$ cat config.mk
export PLATFORM = sky130hd
export DESIGN_NAME = mem_lsu
export DESIGN_NICKNAME = d
export VERILOG_FILES = /design/src/rtl/mem_lsu.sv
export SDC_FILE = /design/constraint.sdc
export NUM_CORES = 1
export LEC_CHECK = 0
export CAP_MARGIN = 40
export CORE_AREA = 2 2 92 103
export DETAILED_ROUTE_END_ITERATION = 12
export DIE_AREA = 0 0 94 105
export GPL_ROUTABILITY_DRIVEN = 0
export PLACE_DENSITY = 0.79
export SYNTH_ARGS = -nofsm -noshare
export SYNTH_HDL_FRONTEND = slang
export SYNTH_SLANG_ARGS = --single-unit
export TNS_END_PERCENT = 10
$ cat constraint.sdc
create_clock -name clk -period 2.2 [get_ports clk]
set_input_delay 0.22 -clock clk [delete_from_list [all_inputs] [get_ports clk]]
set_output_delay 0.22 -clock clk [all_outputs]
set_load 0.01 [all_outputs]
$ cat src/rtl/mem_lsu.sv
// mem_lsu: memory-stage load/store unit with req/gnt/rvalid handshake and load formatting
module mem_lsu #(
  parameter int WIDTH = 32
) (
  input  logic             clk,
  input  logic             rst,
  input  logic [WIDTH-1:0] aluresultM,
  input  logic [WIDTH-1:0] writedataM,
  input  logic [2:0]       funct3M,
  input  logic             memwriteM,
  input  logic [1:0]       resultsrcM,
  output logic             dmem_req,
  output logic             dmem_we,
  output logic [WIDTH-1:0] dmem_addr,
  output logic [WIDTH-1:0] dmem_wdata,
  output logic [3:0]       dmem_be,
  input  logic             dmem_gnt,
  input  logic             dmem_rvalid,
  input  logic [WIDTH-1:0] dmem_rdata,
  output logic [WIDTH-1:0] readdataM,
  output logic             stallM,
  output logic             faultM
);
  typedef enum logic [1:0] {IDLE, REQ, WAIT, DONE} state_t;
  state_t      state_q, state_d;
  logic [31:0] rdata_q, rdata_d;
  logic [1:0]  off;
  logic        st, ld, acc, ill, mis, go;
  logic [31:0] sh, ld_fmt, st_data;
  logic [3:0]  st_be;
  state_t      gnt_nxt;
  assign off      = aluresultM[1:0];
  assign st       = memwriteM;
  assign ld       = (resultsrcM == 2'b01) && !memwriteM;
  assign acc      = st || ld;
  assign ill      = st ? (funct3M[2] || funct3M[1:0] == 2'b11)
                       : (funct3M == 3'b011 || funct3M[2:1] == 2'b11);
  assign mis      = (funct3M[1:0] == 2'b01 && off[0]) || (funct3M[1:0] == 2'b10 && off != 2'b00);
  assign go       = acc && !ill && !mis;
  assign gnt_nxt  = st ? DONE : WAIT;
  assign dmem_addr = {aluresultM[31:2], 2'b00};
  assign st_data  = funct3M[1:0] == 2'b00 ? {4{writedataM[7:0]}} :
                    funct3M[1:0] == 2'b01 ? {2{writedataM[15:0]}} : writedataM;
  assign st_be    = funct3M[1:0] == 2'b00 ? 4'b0001 << off :
                    funct3M[1:0] == 2'b01 ? 4'b0011 << off : 4'b1111;
  assign sh       = rdata_q >> {off, 3'b000};
  assign ld_fmt   = funct3M == 3'b000 ? {{24{sh[7]}}, sh[7:0]} :
                    funct3M == 3'b001 ? {{16{sh[15]}}, sh[15:0]} :
                    funct3M == 3'b100 ? {24'd0, sh[7:0]} :
                    funct3M == 3'b101 ? {16'd0, sh[15:0]} : rdata_q;
  assign dmem_we    = dmem_req && st;
  assign dmem_wdata = dmem_we ? st_data : '0;
  assign dmem_be    = dmem_we ? st_be : 4'b0000;
  assign readdataM  = (state_q == DONE && ld && !rst) ? ld_fmt : '0;
  // State and captured read word
  always_ff @(posedge clk) begin
    state_q <= state_d;
    rdata_q <= rdata_d;
  end
  // Handshake sequencing, stall and fault generation; reset overrides everything
  always_comb begin
    state_d  = state_q;
    rdata_d  = rdata_q;
    dmem_req = 1'b0;
    stallM   = 1'b0;
    faultM   = 1'b0;
    case (state_q)
      IDLE: begin
        faultM   = acc && !go;
        dmem_req = go;
        stallM   = go;
        state_d  = go ? (dmem_gnt ? gnt_nxt : REQ) : IDLE;
      end
      REQ: begin
        dmem_req = 1'b1;
        stallM   = 1'b1;
        state_d  = dmem_gnt ? gnt_nxt : REQ;
      end
      WAIT: begin
        stallM  = 1'b1;
        rdata_d = dmem_rvalid ? dmem_rdata : rdata_q;
        state_d = dmem_rvalid ? DONE : WAIT;
      end
      default: state_d = IDLE;
    endcase
    if (rst) begin
      state_d  = IDLE;
      rdata_d  = '0;
      dmem_req = 1'b0;
      stallM   = 1'b0;
      faultM   = 1'b0;
    end
  end
endmodule

---- Word-level counts from Yosys, hierarchy flattened ----
Index checks and enable logic that the tools add are counted.
W data, S select, Z words.
storage, ports and cells
  input port bits ......................... 106
  word-level logic and storage cells ...... 64
  output and inout port bits .............. 104
  register bits after elaboration ......... 34
operators by class
  equal/unequal tests ..................... 12
  shift operators ......................... 3
  reduce and logical (&&, ||, !) cells .... 24
  muxes and demuxes ....................... 23
operators by type and width
  operator               number
  $mux W32               8
  $shr A32 B5 Y16        1
  $mux W4                3
  $eq A2 B2 Y1 const B   5
  $logic_and A1 B1 Y1    9
  $mux W1                7
  $eq A2 B1 Y1 const B   3
  $eq A3 B3 Y1 const B   2
  $pmux W2 S3            1
  $logic_not A1 Y1       5
  $logic_not A2 Y1       2
  $logic_or A1 B1 Y1     4
  $mux W2                2
  $pmux W1 S2            2
  $shl A1 B2 Y4 const A  1
  $shl A2 B2 Y4 const A  1
  $eq A3 B1 Y1 const B   1
  $eq A3 B2 Y1 const B   1
  $logic_not A3 Y1       1
  $reduce_and A2 Y1      1
  $reduce_bool A2 Y1     1
  $reduce_or A2 Y1       1

---- Depth between registers and ports, before layout ----
Gate-level depths: netlist of the first run.
  word-level depth ........................ 10
  mapped depth ............................ 9
  mapped depth without buffers ............ 7

---- Worst setup path before layout of the first run ----
OpenSTA, ideal clock, no wires.
  path type ............................... input port to output port
  start ................................... in aluresultM[0]
  end ..................................... out dmem_be[1]
  setup slack ............................. 0.334 ns
  data required time ...................... 1.980 ns
  buffers on the path ..................... 3
  stages on the path ...................... 9
  data arrival time ....................... 1.646 ns
  cell sequence ........................... buf_2 > inv_1 > ha_1 > nand2b_1 > a21oi_2 > a22oi_1 > buf_4 > buf_6 > a21oi_1
on the way
  longest elaborated chain between the ends .. 9
  elaborated cells between the ends (all ways) .. 14
RTL lines
  element              line  text
  start: declaration   7     input logic [WIDTH-1:0] aluresultM,
  $reduce_bool A2 Y1   38    assign mis = (funct3M[1:0] == 2'b01 && off[0]) || (funct3M[1:0] == 2'b10 && off != 2'b00);
  $logic_and A1 B1 Y1  38
  $logic_or A1 B1 Y1   38
  $logic_not A1 Y1     39    assign go = acc && !ill && !mis;
  $logic_and A1 B1 Y1  39
  $pmux W1 S2          67    case (state_q)
  $mux W1              86    if (rst) begin
  $logic_and A1 B1 Y1  51    assign dmem_we = dmem_req && st;
  $mux W4 *            53    assign dmem_be = dmem_we ? st_be : 4'b0000;
  end: declaration     16    output logic [3:0] dmem_be,
Mark *: on every way between the ends. The rest lies on a longest branch, timed or not.

---- Worst setup path in the final report of the first run ----
  start ................................... in resultsrcM[1]
  end ..................................... out readdataM[10]
on the way
  longest elaborated chain between the ends .. 5
RTL lines
  element                           line  text
  start: declaration                11    input logic [1:0] resultsrcM,
  $eq A2 B1 Y1                      34    assign ld = (resultsrcM == 2'b01) && !memwriteM;
  $logic_and A1 B1 Y1               34
  $logic_and A1 B1 Y1 (2 in a row)  54    assign readdataM = (state_q == DONE && ld && !rst) ? ld_fmt : '0;
  $mux W32                          54
  end: declaration                  20    output logic [WIDTH-1:0] readdataM,
Every way passes these cells.

==> results list, run 1 <==
- Core region area: 8780 µm²
- Setup TNS: -171 ps
- Final worst-path cycle share: 104%
- STA classifies the critical path endpoint as an output pin.
- Ratio of cells with drive above 1 in the final layout: 18.6%
* Number of enable-type register cells in the synthesized netlist: 0
- The via count of the first global-routing pass was 3551.
* Synth Area in Compound Gates: 26.2%
* Reg-to-reg critical path endpoint: state_q[0]$_SDFF_PP0_
* Hold slack: 440 ps
* Sequential-to-total area share from yosys stat: 22.6%
- For the worst setup path, the data arrival time is 2060 ps.
- Startpoint of the lowest-slack register-to-register path: state_q[0]$_SDFF_PP0_
- The largest total area in the synthesized netlist belongs to sky130_fd_sc_hd__dfxtp_1.
* Top cell type's share of synthesized area: 22.6%
- Post-Syn Area per Cell: 6.77 µm²
* Final hold violations: 0
- Worst Slack Setup Final: -79.5 ps
* Final std cells w/o fill: 699
- Maximum level of the CTS H-tree: 2
* Clock period minus worst slack: 2280 ps
- Unrepaired setup endpoints after global routing: true
- The final route contains 3605 vias.
- Global route total overflow: 0
* Initial detailed-routing violation count: 183
* Worst Reg-to-Reg Cells: 6
- Summing the areas of all xor and xnor instances in the mapped netlist gives 0% of the synthesized area.
- The highest layer touched by signal routing is met5.
- Count of max-cap constraint violations: 0
- The first detailed-routing pass took 5 iterations.
* Final routed DRC violation total: 0
- Wire segments on met2 add up to 5.86 mm in the final route.
* Inserted Clock Buffers: 5
- Antenna violations before repair: 2
- Worst Hold Path Cells: 0
- Dividing total power by cell area gives a power density of 357 nW/µm².
- After Yosys synthesis, full adders, half adders and majority gates account for 3.74% of the synthesized area.
- Detailed-route wire length per cell: 16.0 µm
- Warnings from Yosys: 0
- Dominant cells by area after synthesis: sky130_fd_sc_hd__dfxtp_1 23%, sky130_fd_sc_hd__a21oi_1 11%, sky130_fd_sc_hd__nand2_1 11%, sky130_fd_sc_hd__buf_4 8.7%, sky130_fd_sc_hd__mux2i_1 7.3%
* Primary flip-flop cell chosen by synthesis mapping: sky130_fd_sc_hd__dfxtp_1
- Maximum operating frequency: 439 MHz
- The number of max-slew violations in the final report is 0.
- Setup slack, reg-to-reg: 620 ps
- No sink is reached through more buffers than the 2 on the longest clock path.
- Cell leakage power: 2.03 nW
* Number of cells in the design after placement: 687
* Kind of start point of the critical path: input pin
- Drt via density: 5.16
* Effective utilization at floorplan: 34.3%
- The flow ran to the end, but the final reports show violations.
- The mapped netlist covers 3010 µm².
* Insertion delay of the later-clocked pin in the worst-skew pair: 280 ps
* Met1 routed wirelength after detailed routing: 3.96 mm
- Power Total: 1.63 mW
* Combinational family with the most area after synthesis: compound AO/OA/AOI/OAI gates
* Total of buffers placed on input and output ports: 147
* Total clock sinks: 34
- Simple-gate portion of the synthesized area: 25.8%
- # setup viols final: 3
- Summing all flip-flop and latch instances after layout gives 683 µm².
* Fraction of registers with async set or reset after synthesis: 0%
- Core Rows: 36
- Wire length on met3: 864 µm
* Worst clock skew on the final layout: 4.24 ps
- Summed over all layers, the routed wires come to 11.2 mm.
- Path type of the worst setup path: in -> out
- Horizontal extent of the die: 94 µm
* Antenna diodes: 0
* Capturing element of the worst setup path: readdataM[10]
- The filler cells instantiated in the layout total 872.
- Counting distinct cell types in the post-synthesis netlist gives 40.
- Total Nets Final: 699
* CTS root buf: sky130_fd_sc_hd__clkbuf_8
* Total routing resource utilization after global routing: 21.8%
- The checks that failed: negative setup slack.
- The most critical setup path has its startpoint at resultsrcM[1].
* TritonCTS clock tree: done
- Vertical die dimension: 105 µm
* Largest net degree at the start of global routing: 38
* Total die area: 9870 µm²
- Required time at the endpoint of the critical path: 1980 ps
- Maximum VDD drop: 0.000337 V
* Worst hold-check path type: in -> out
- IO Pins: 210
* Placed wire-length estimate: 9.00 mm
- Synthesis inferred 34 register bits.
* Multiplexer fraction of the synthesized cell area: 7.31%
- Of all nets on the critical path, the largest fanout is 6.
* Multi-input logic area: 1930 µm²
- Setup slack after placement: -502 ps
- Number of instances in the synthesized netlist: 445
- Wire length of the first global-routing pass: 17.0 mm
- The detail route stage leaves a number of antenna-violating nets equal to 0.
- The area growth from synthesis to layout is 51.9%.
## worst min-delay path by stage
stage | end | startpoint | slack, ps
detailed placement | dmem_addr[15] | aluresultM[15] | 440
finish | dmem_addr[22] | aluresultM[22] | 440
global placement | dmem_addr[15] | aluresultM[15] | 440
CTS | dmem_addr[15] | aluresultM[15] | 440
global route | dmem_addr[11] | aluresultM[11] | 440
floorplan | rdata_q[0]$_SDFFE_PP0P_ | dmem_rdata[0] | 360
## power breakdown
| group | internal (mW) | switching [mW] | leakage (nW) |
|---|---|---|---|
| Sequential | 0.630 | 0.0117 | 0.275 |
| Clock | 0.252 | 0.219 | 0.0482 |
| Combinational | 0.274 | 0.247 | 1.71 |
| Total | 1.16 | 0.479 | 2.03 |
## cells by family after synthesis
family	Yosys count
AO/OA/AOI/OAI	130
adder cells (fa/ha/maj)	9
buffers and inverters	72
flip-flops	34
multiplexers	22
other	1
AND/OR/NAND/NOR	177
## final cells by class
cell class / count / area share [%]
clock buffers: 7 / 1.89
clock inverters: 1 / 0.109
inverters: 9 / 0.738
multi-input cells: 340 / 42.3
flip-flops and latches: 34 / 14.9
well taps: 114 / 3.12
repair buffers: 193 / 36.8
repair inverters: 1 / 0.164
## metal layers
metal	up-vias	track usage, %
met5	-	0
met4	4	11.8
met3	50	5.62
met2	164	39.8
met1	1635	22.0
li1	1752	-
## Yosys cell counts, types with 7 or more instances
cell / n
sky130_fd_sc_hd__clkbuf_1: 17
sky130_fd_sc_hd__o21ai_0: 31
sky130_fd_sc_hd__ha_1: 9
sky130_fd_sc_hd__nand2_1: 86
sky130_fd_sc_hd__inv_1: 8
sky130_fd_sc_hd__nor2_1: 56
sky130_fd_sc_hd__dfxtp_1: 34
sky130_fd_sc_hd__mux2i_1: 22
sky130_fd_sc_hd__a21oi_1: 66
sky130_fd_sc_hd__o221a_2: 7
sky130_fd_sc_hd__nor2b_1: 9
sky130_fd_sc_hd__and2_1: 9
sky130_fd_sc_hd__o21bai_1: 7
sky130_fd_sc_hd__buf_4: 35
## registers in the layout (all words and copies together) (netlist names)
name	count
rdata_q	32
state_q	2
## cell usage in the layout (no fill, tap or decap), types with 8 or more instances in the layout
| cell type | count |
|---|---|
| sky130_fd_sc_hd__dfxtp_1 | 32 |
| sky130_fd_sc_hd__nor2b_1 | 9 |
| sky130_fd_sc_hd__nor2_1 | 56 |
| sky130_fd_sc_hd__and2_1 | 9 |
| sky130_fd_sc_hd__clkbuf_2 | 23 |
| sky130_fd_sc_hd__dlygate4sd2_1 | 25 |
| sky130_fd_sc_hd__ha_1 | 8 |
| sky130_fd_sc_hd__buf_4 | 41 |
| sky130_fd_sc_hd__clkdlybuf4s15_1 | 19 |
| sky130_fd_sc_hd__o21ai_0 | 25 |
| sky130_fd_sc_hd__clkdlybuf4s50_1 | 68 |
| sky130_fd_sc_hd__mux2i_1 | 22 |
| sky130_fd_sc_hd__nand2_1 | 86 |
| sky130_fd_sc_hd__a21oi_1 | 66 |
## critical path: stages
cell                              delay [ps]
sky130_fd_sc_hd__clkdlybuf4s50_1         400
sky130_fd_sc_hd__nand2b_4                150
sky130_fd_sc_hd__nor4b_4                 290
sky130_fd_sc_hd__buf_4                   180
sky130_fd_sc_hd__buf_4                   120
sky130_fd_sc_hd__nand3_1                 210
sky130_fd_sc_hd__o21ai_1                 200
sky130_fd_sc_hd__dlygate4sd2_1           290
## timing repair
action / 4_1_cts / 5_1_grt
resized for setup: 112 / 81
buffers inserted: 2 / 1
gates cloned: 1 / 0
hold endpoints to repair: 0 / 0
hold buffers: 0 / 0
setup endpoints to repair: 72 / 62
pin swaps: 1 / 3
## through the flow
stage	util, %	instance area, µm²
5_1_grt	52.1	4580
6_report	52.1	4580
4_1_cts	52.7	4630
3_5_place_dp	52.1	4570
2_1_floorplan	-	3020
3_3_place_gp	52.1	4570
No activity file was read; power rests on OpenSTA's default activity.
==> inputs of run 2 (changes only) <==
--- a/config.mk
+++ b/config.mk
@@ -14,4 +14,4 @@
 export SYNTH_ARGS = -nofsm -noshare
 export SYNTH_HDL_FRONTEND = slang
 export SYNTH_SLANG_ARGS = --single-unit
-export TNS_END_PERCENT = 10
+export TNS_END_PERCENT = 5
==> run 2 against run 1 <==
  * The run still ends with negative setup slack left
  * First-iteration DRC count decreased by 1.6%
  * Cell count decreased by 0.14%
  * Register-to-register slack about the same
  * Critical endpoint is now dmem_be[2]
  * Largest power group unchanged
  * Critical path type is now reg -> out
  * Clock-buffer cell count unchanged
  * Global-route usage decreased by 0.16 points
  * Clock skew decreased by 0.77 ps
  * Combinational power about the same
==> results list, run 2 (synthesis gave the netlist of run 1 again) <==
- Effective utilization at floorplan: 34.3%
- The number of max-slew violations in the final report was 0.
- Largest fanout on the critical path: 9
* Required time at the endpoint of the critical path: 1980 ps
- TritonCTS clock tree: done
* Number of buffer and inverter instances along the worst setup path: 4
- Total of buffers placed on input and output ports: 147
- Final routed DRC violation total: 0
- After filler insertion, the fill cell instance count of the layout stands at 877.
- The worst setup path is captured at an output pin.
- At the end of the flow the core is filled with cells to 52.0%.
- Summed over all failing endpoints, the final setup total negative slack is -1250 ps.
- After the first detailed-routing iteration, the DRC count stood at 180.
- Largest register by flop count: rdata_q
- Total clock sinks: 34
- DRT antenna net count: 0
- Subtracting the final worst setup slack from the clock period gives 2380 ps.
* Vias in the first global route: 3528
- STA classifies the critical path startpoint as a register.
- The initialized floorplan defines 36 standard-cell rows.
- Total die area: 9870 µm²
- Total routing resource utilization after global routing: 21.6%
- The die is 94 µm wide.
- For this run, the detailed router's first-pass iteration total came to 4.
* Final std cells w/o fill: 698
* Placed wire-length estimate: 9.00 mm
- Inserted Clock Buffers: 5
- Total number of vias: 3590
- Antenna violations before repair: 2
* Final worst-path cycle share: 108%
* Worst clock skew on the final layout: 3.47 ps
* Core region area: 8780 µm²
* Number of cells in the design after placement: 687
- The completed layout was analyzed and its total power is 1.63 mW.
- Most common cell after layout, fill and taps aside: sky130_fd_sc_hd__nand2_1
* Worst Slack Setup Final: -175 ps
* CTS root buf: sky130_fd_sc_hd__clkbuf_8
* Path type of the worst setup path: reg -> out
- IO Pins: 210
- Most frequent cells in the layout: 86 x sky130_fd_sc_hd__nand2_1, 76 x sky130_fd_sc_hd__clkdlybuf4s50_1, 66 x sky130_fd_sc_hd__a21oi_1, 56 x sky130_fd_sc_hd__nor2_1, 43 x sky130_fd_sc_hd__buf_4
* Insertion delay of the later-clocked pin in the worst-skew pair: 280 ps
- The register with the most flip-flops in the layout has 32 of them.
- The H-tree was split into 2 levels.
- VDD sags by at most 0.000335 V.
- The critical path goes through buf_4 > inv_1 > ha_2 > and3_1 > a22oi_2 > buf_4 > a21oi_1 > clkdlybuf4s50_1.
- Wire length of the first global-routing pass: 16.9 mm
* Final hold violations: 0
- Slowest cell on the critical path: sky130_fd_sc_hd__clkdlybuf4s50_1
- Largest stage delay on the critical path: 560 ps
- Using the TritonRoute via totals, the vias-per-cell ratio works out to 5.14.
- Among the stages of the critical path, the cell type that occurs most often is sky130_fd_sc_hd__buf_4.
* Hold-fix buffers at CTS: 0
- Entering global routing, the biggest net connects 38 pins.
- Result of the run: finished, violations left
- Data arrival, critical path: 2160 ps
* Total power per unit cell area: 357 nW/µm²
- The path class of the tightest hold or removal check is in -> out.
- Counting along the longest clock path gives a buffer depth of 2.
- The analysis attributes to cell leakage a power of 2.01 nW.
- Maximum operating frequency: 421 MHz
* Ratio of cells with drive above 1 in the final layout: 17.3%
- Family with the most delay on the worst path: buffers and inverters
* Violated checks: negative setup slack
- Count of max-cap constraint violations: 0
* Vertical die dimension: 105 µm
- Multi-input logic area: 1920 µm²
- Setup violations remaining at the end of the flow were counted as 11.
* Biggest registers after layout: rdata_q x32, state_q x2
* Final Routed Wirelength: 11.1 mm
- Sequential Area: 683 µm²
* Area overhead of the layout relative to synthesis: 51.4%
* Detailed-route wire length per cell: 15.9 µm
- Global route total overflow: 0
- Unrepaired setup endpoints after global routing: true
* Total Nets Final: 697
* Clock Pin Slew Worst Setup and Hold Paths: 70 ps
[run 2: cell types whose count changed in the layout (fill, tap and decap cells not counted), moves of 2 or more]
cell                              change
sky130_fd_sc_hd__o21ai_0              +2
sky130_fd_sc_hd__clkdlybuf4s15_1      -5
sky130_fd_sc_hd__buf_4                +2
sky130_fd_sc_hd__clkdlybuf4s50_1      +8
sky130_fd_sc_hd__buf_2                -5
sky130_fd_sc_hd__buf_6                -2
[run 2: worst paths after layout]
| check | slack, ps | cells past startpoint | to | from |
|---|---|---|---|---|
| setup / recovery | -180 | 8 | dmem_be[2] | state_q[1]$_SDFF_PP0_ |
| hold reg to reg | 460 | 2 | rdata_q[3]$_SDFFE_PP0P_ | rdata_q[3]$_SDFFE_PP0P_ |
| hold / removal | 440 | 0 | dmem_addr[22] | aluresultM[22] |
| setup reg to reg | 610 | 6 | state_q[0]$_SDFF_PP0_ | state_q[0]$_SDFF_PP0_ |
[run 2: stage by stage]
step           cell area [µm²]  setup slack (ps)  hold WS [ps]
2_1_floorplan             3020               334           356
3_3_place_gp              4570              -433           440
3_5_place_dp              4570              -502           440
4_1_cts                   4630              -226           440
5_1_grt                   4560              -255           440
6_report                  4560              -175           440
[run 2: metal layers]
layer  vias up  global-route usage [%]  wire (µm)
met5         -                       0         33
met4         4                    11.9        490
met3        53                    5.34        931
met2       160                    39.3       5800
met1      1624                    22.1       3870
li1       1749                       -          -
[run 2: what timing repair did]
item | in CTS | in global routing
pin swaps | 1 | 1
setup buffers | 0 | 2
cloned | 0 | 0
resized for setup | 109 | 49
endpoints found under the setup margin | 72 | 66
[run 2: area by class of cell]
type                    instances  area share [%]
multi-input cells             340            42.2
repair buffers                192            37.0
flip-flops and latches         34            15.0
well taps                     114            3.13
clock buffers                   7            1.89
inverters                       9           0.740
clock inverters                 1           0.110
diodes                          1          0.0548
[run 2: where the power goes]
group | switching (mW) | total [mW] | internal (mW)
clock network | 0.220 | 0.472 | 0.252
logic | 0.245 | 0.518 | 0.273
registers | 0.0115 | 0.641 | 0.630
total | 0.476 | 1.63 | 1.15
[run 2: worst register-to-register path, cell delays in order (launching register included)]
cell,delay [ps]
sky130_fd_sc_hd__dfxtp_2,370
sky130_fd_sc_hd__inv_1,80
sky130_fd_sc_hd__ha_1,250
sky130_fd_sc_hd__and2_1,160
sky130_fd_sc_hd__buf_4,190
sky130_fd_sc_hd__a311oi_1,340
sky130_fd_sc_hd__nor4_1,80
==> inputs of run 3 (changes only) <==
--- a/config.mk
+++ b/config.mk
@@ -10,7 +10,9 @@
 export DETAILED_ROUTE_END_ITERATION = 12
 export DIE_AREA = 0 0 94 105
 export GPL_ROUTABILITY_DRIVEN = 0
+export GPL_TIMING_DRIVEN = 0
 export PLACE_DENSITY = 0.79
+export SKIP_LAST_GASP = 1
 export SYNTH_ARGS = -nofsm -noshare
 export SYNTH_HDL_FRONTEND = slang
 export SYNTH_SLANG_ARGS = --single-unit
==> run 3 against run 2 <==
  * The run still ends with negative setup slack left
  * Power is 13% higher
  * First-iteration DRC count down 2.2%
  * Worst hold slack gained 23 ps
  * Global-route usage rose by 1.1 points
  * Combinational power is 20% higher
  * Setup slack lost 98 ps
  * Utilization grew 7.0 points
  * Design area increased by 13%
  * Clock skew up 1.5 ps
  * Via count increased by 5.8%
  * Fmax is 4.0% lower
  * Flip-flop and latch count stayed put
==> results list, run 3 (synthesis gave the netlist of run 1 again) <==
- The run finished, with violations left.
- Violated checks: negative setup slack
* Wire length of the first global-routing pass: 17.9 mm
- Global routing consumed, on the met2 layer, 43.1% of the routing resources.
* Endpoint of the worst hold path: rdata_q[1]$_SDFFE_PP0P_
- Summed over all layers, the routed wires come to 12.1 mm.
- For the worst-skew pair, the clock arrives at the later sink with an insertion delay of 290 ps.
- Setup slack, reg-to-reg: 380 ps
- Horizontal extent of the die: 94 µm
* Endpoint type of the worst setup path: output pin
* Most common cell after layout, fill and taps aside: sky130_fd_sc_hd__clkdlybuf4s50_1
- Path type of the worst setup path: in -> out
- Total of buffers placed on input and output ports: 177
- Antenna violations before repair: 3
* DRT antenna net count: 0
* Final worst-path cycle share: 112%
* Placed wire-length estimate: 9.77 mm
* Vertical die dimension: 105 µm
- Clock period minus worst slack: 2470 ps
* CTS root buf: sky130_fd_sc_hd__clkbuf_8
- In the routed layout, each cell is associated on average with a via count of 5.04.
- Max-slew violation total from the final report: 0
* Total number of vias: 3797
- Maximum level of the CTS H-tree: 2
- Worst hold-check path type: reg -> reg
- Worst setup path startpoint: funct3M[0]
- The initial utilization of the core area, before any placement, comes to 34.3%.
* # setup viols final: 63
* Total routing resource utilization after global routing: 22.7%
* Final routed DRC violation total: 0
- Kind of start point of the critical path: input pin
- Worst Hold Path Cells: 2
- Worst clock skew on the final layout: 5.01 ps
- Core Rows: 36
* Cell area after layout: 5170 µm²
- Most frequent cells in the layout: 133 x sky130_fd_sc_hd__clkdlybuf4s50_1, 86 x sky130_fd_sc_hd__nand2_1, 65 x sky130_fd_sc_hd__a21oi_1, 52 x sky130_fd_sc_hd__nor2_1, 43 x sky130_fd_sc_hd__buf_4
* Detailed-route wire length per cell: 16.1 µm
* Maximum VDD drop: 0.000331 V
* Number of optimization iterations in the first detailed-route pass: 4
- For this design the static power due to leakage is 2.24 nW.
* Largest register by flop count: rdata_q
- Number of buffer and inverter instances along the worst setup path: 4
- Largest stage delay on the critical path: 620 ps
- Clock Pin Slew Worst Setup and Hold Paths: 70 ps
* Total die area: 9870 µm²
* Instance area after placement: 4930 µm²
- The register with the most flip-flops in the layout has 32 of them.
- The worst register-to-register path has a depth of 7.
- Most frequent cell on the critical path: sky130_fd_sc_hd__clkdlybuf4s50_1
- For this design the top-level I/O count stands at 210.
* Measured slew at the worst slew-check pin: 523 ps
* Family with the most delay on the worst path: buffers and inverters
* Count of fill cells added during filler insertion: 843
* Worst hold start: rdata_q[1]$_SDFFE_PP0P_
* Data arrival, critical path: 2250 ps
- Across the run, the number of max-cap violations was 0.
* Ordered cell list for the critical path: clkdlybuf4s50_1 > buf_4 > clkbuf_4 > mux2i_1 > a21oi_1 > clkdlybuf4s50_1
- Clock Tree Buf Depth: 2
- Inserted Clock Buffers: 5
- Unrepaired setup endpoints after global routing: true
- After layout, the worst setup slack is -273 ps.
- TritonCTS built the clock tree.
* Ratio of cells with drive above 1 in the final layout: 14.9%
- Met3 usage: 5.48%
- Biggest registers after layout: rdata_q x32, state_q x2
- Reg-to-reg critical path endpoint: rdata_q[23]$_SDFFE_PP0P_
- Total Nets Final: 753
- Relative to the synthesized area, the layout overhead comes to 71.7%.
- The number of hold buffers added after CTS was 0.
- Vias in the first global route: 3649
- Maximum operating frequency: 404 MHz
- Final hold violations: 0
- Slowest cell on the critical path: sky130_fd_sc_hd__clkdlybuf4s50_1
- Largest net degree at the start of global routing: 13
- The region available for standard cell placement spans 8780 µm².
- Largest fanout on the critical path: 10
- CTS saw 34 sinks.
- Gr busiest metal: met2
- Worst slew slack as a fraction of its limit: 65.0%
- Global-route met1 utilization: 23.5%
- For this run the aggregate overflow at the end of global routing stands at 0.
- STA puts the critical path data required time at 1980 ps.
* Total power per unit cell area: 357 nW/µm²
- Startpoint of the lowest-slack register-to-register path: state_q[0]$_SDFF_PP0_
- Setup TNS: -9500 ps
- Initial detailed-routing violation count: 176
==> run 3: cell count changes in the layout (fill, tap and decap cells not counted), sizes merged, moves of 2 or more <==
cell | before | now
buf | 48 | 53
clkbuf | 30 | 23
clkdlybuf4s15 | 16 | 4
clkdlybuf4s50 | 76 | 133
clkinvlp | 0 | 2
dlygate4sd2 | 25 | 36
==> run 3: how the worst max path moves through the flow <==
| stage | to | slack (ps) | cells after the start |
|---|---|---|---|
| CTS | readdataM[29] | -290 | 7 |
| detailed placement | dmem_wdata[20] | -1090 | 11 |
| global placement | dmem_wdata[20] | -1060 | 11 |
| finish | dmem_be[3] | -270 | 6 |
| global route | dmem_wdata[17] | -350 | 11 |
| floorplan | dmem_be[1] | 330 | 9 |
==> run 3: timing repair <==
item | CTS | global route
cloned | 1 | 0
endpoints found under the setup margin | 72 | 72
resized for setup | 78 | 12
endpoints found under the hold margin | 0 | 0
pin swaps | 3 | 2
setup buffers | 6 | 2
==> run 3: layout make-up <==
type | instances | area (µm²) | share of cell area (%)
Tap cell | 114 | 143 | 2.76
Clock buffer | 5 | 68.8 | 1.33
Timing Repair Buffer | 186 | 1800 | 34.9
Inverter | 9 | 41.3 | 0.798
Sequential cell | 34 | 683 | 13.2
Clock inverter | 3 | 45.0 | 0.870
Antenna cell | 1 | 2.50 | 0.0484
Multi-Input combinational cell | 340 | 1970 | 38.1
Buffer | 62 | 418 | 8.08
==> run 3: metal layers <==
layer / routed length [µm] / share of wire (%)
met3: 1050 / 8.7
met4: 365 / 3.0
met5: 27 / 0.22
met2: 6240 / 52
met1: 4430 / 37
==> run 3: worst reg2reg max path, delay by kind of cell (launching register included) <==
family	cells	cell delay, ps
compound gates	1	160
fa+ha+maj	1	220
simple gates	2	250
flops	1	340
buf+inv	3	780
==> run 3: through the flow <==
stage                     std cells  hold slack [ps]  utilization, %  worst slack [ps]  total power, mW
final                           754              463            58.9              -273             1.85
after floorplan                 446              356               -               334            0.943
after global routing            753              489            58.9              -350             1.93
after detailed placement        737              449            56.2             -1090             1.26
after CTS                       751              461            58.4              -285             1.84
after global placement          737              445            56.2             -1060             1.25
==> run 3: report_power, final <==
group / leakage [nW] / internal [mW] / switching, mW
Clock: 0.0504 / 0.337 / 0.247
Combinational: 1.91 / 0.340 / 0.283
Sequential: 0.275 / 0.629 / 0.0123
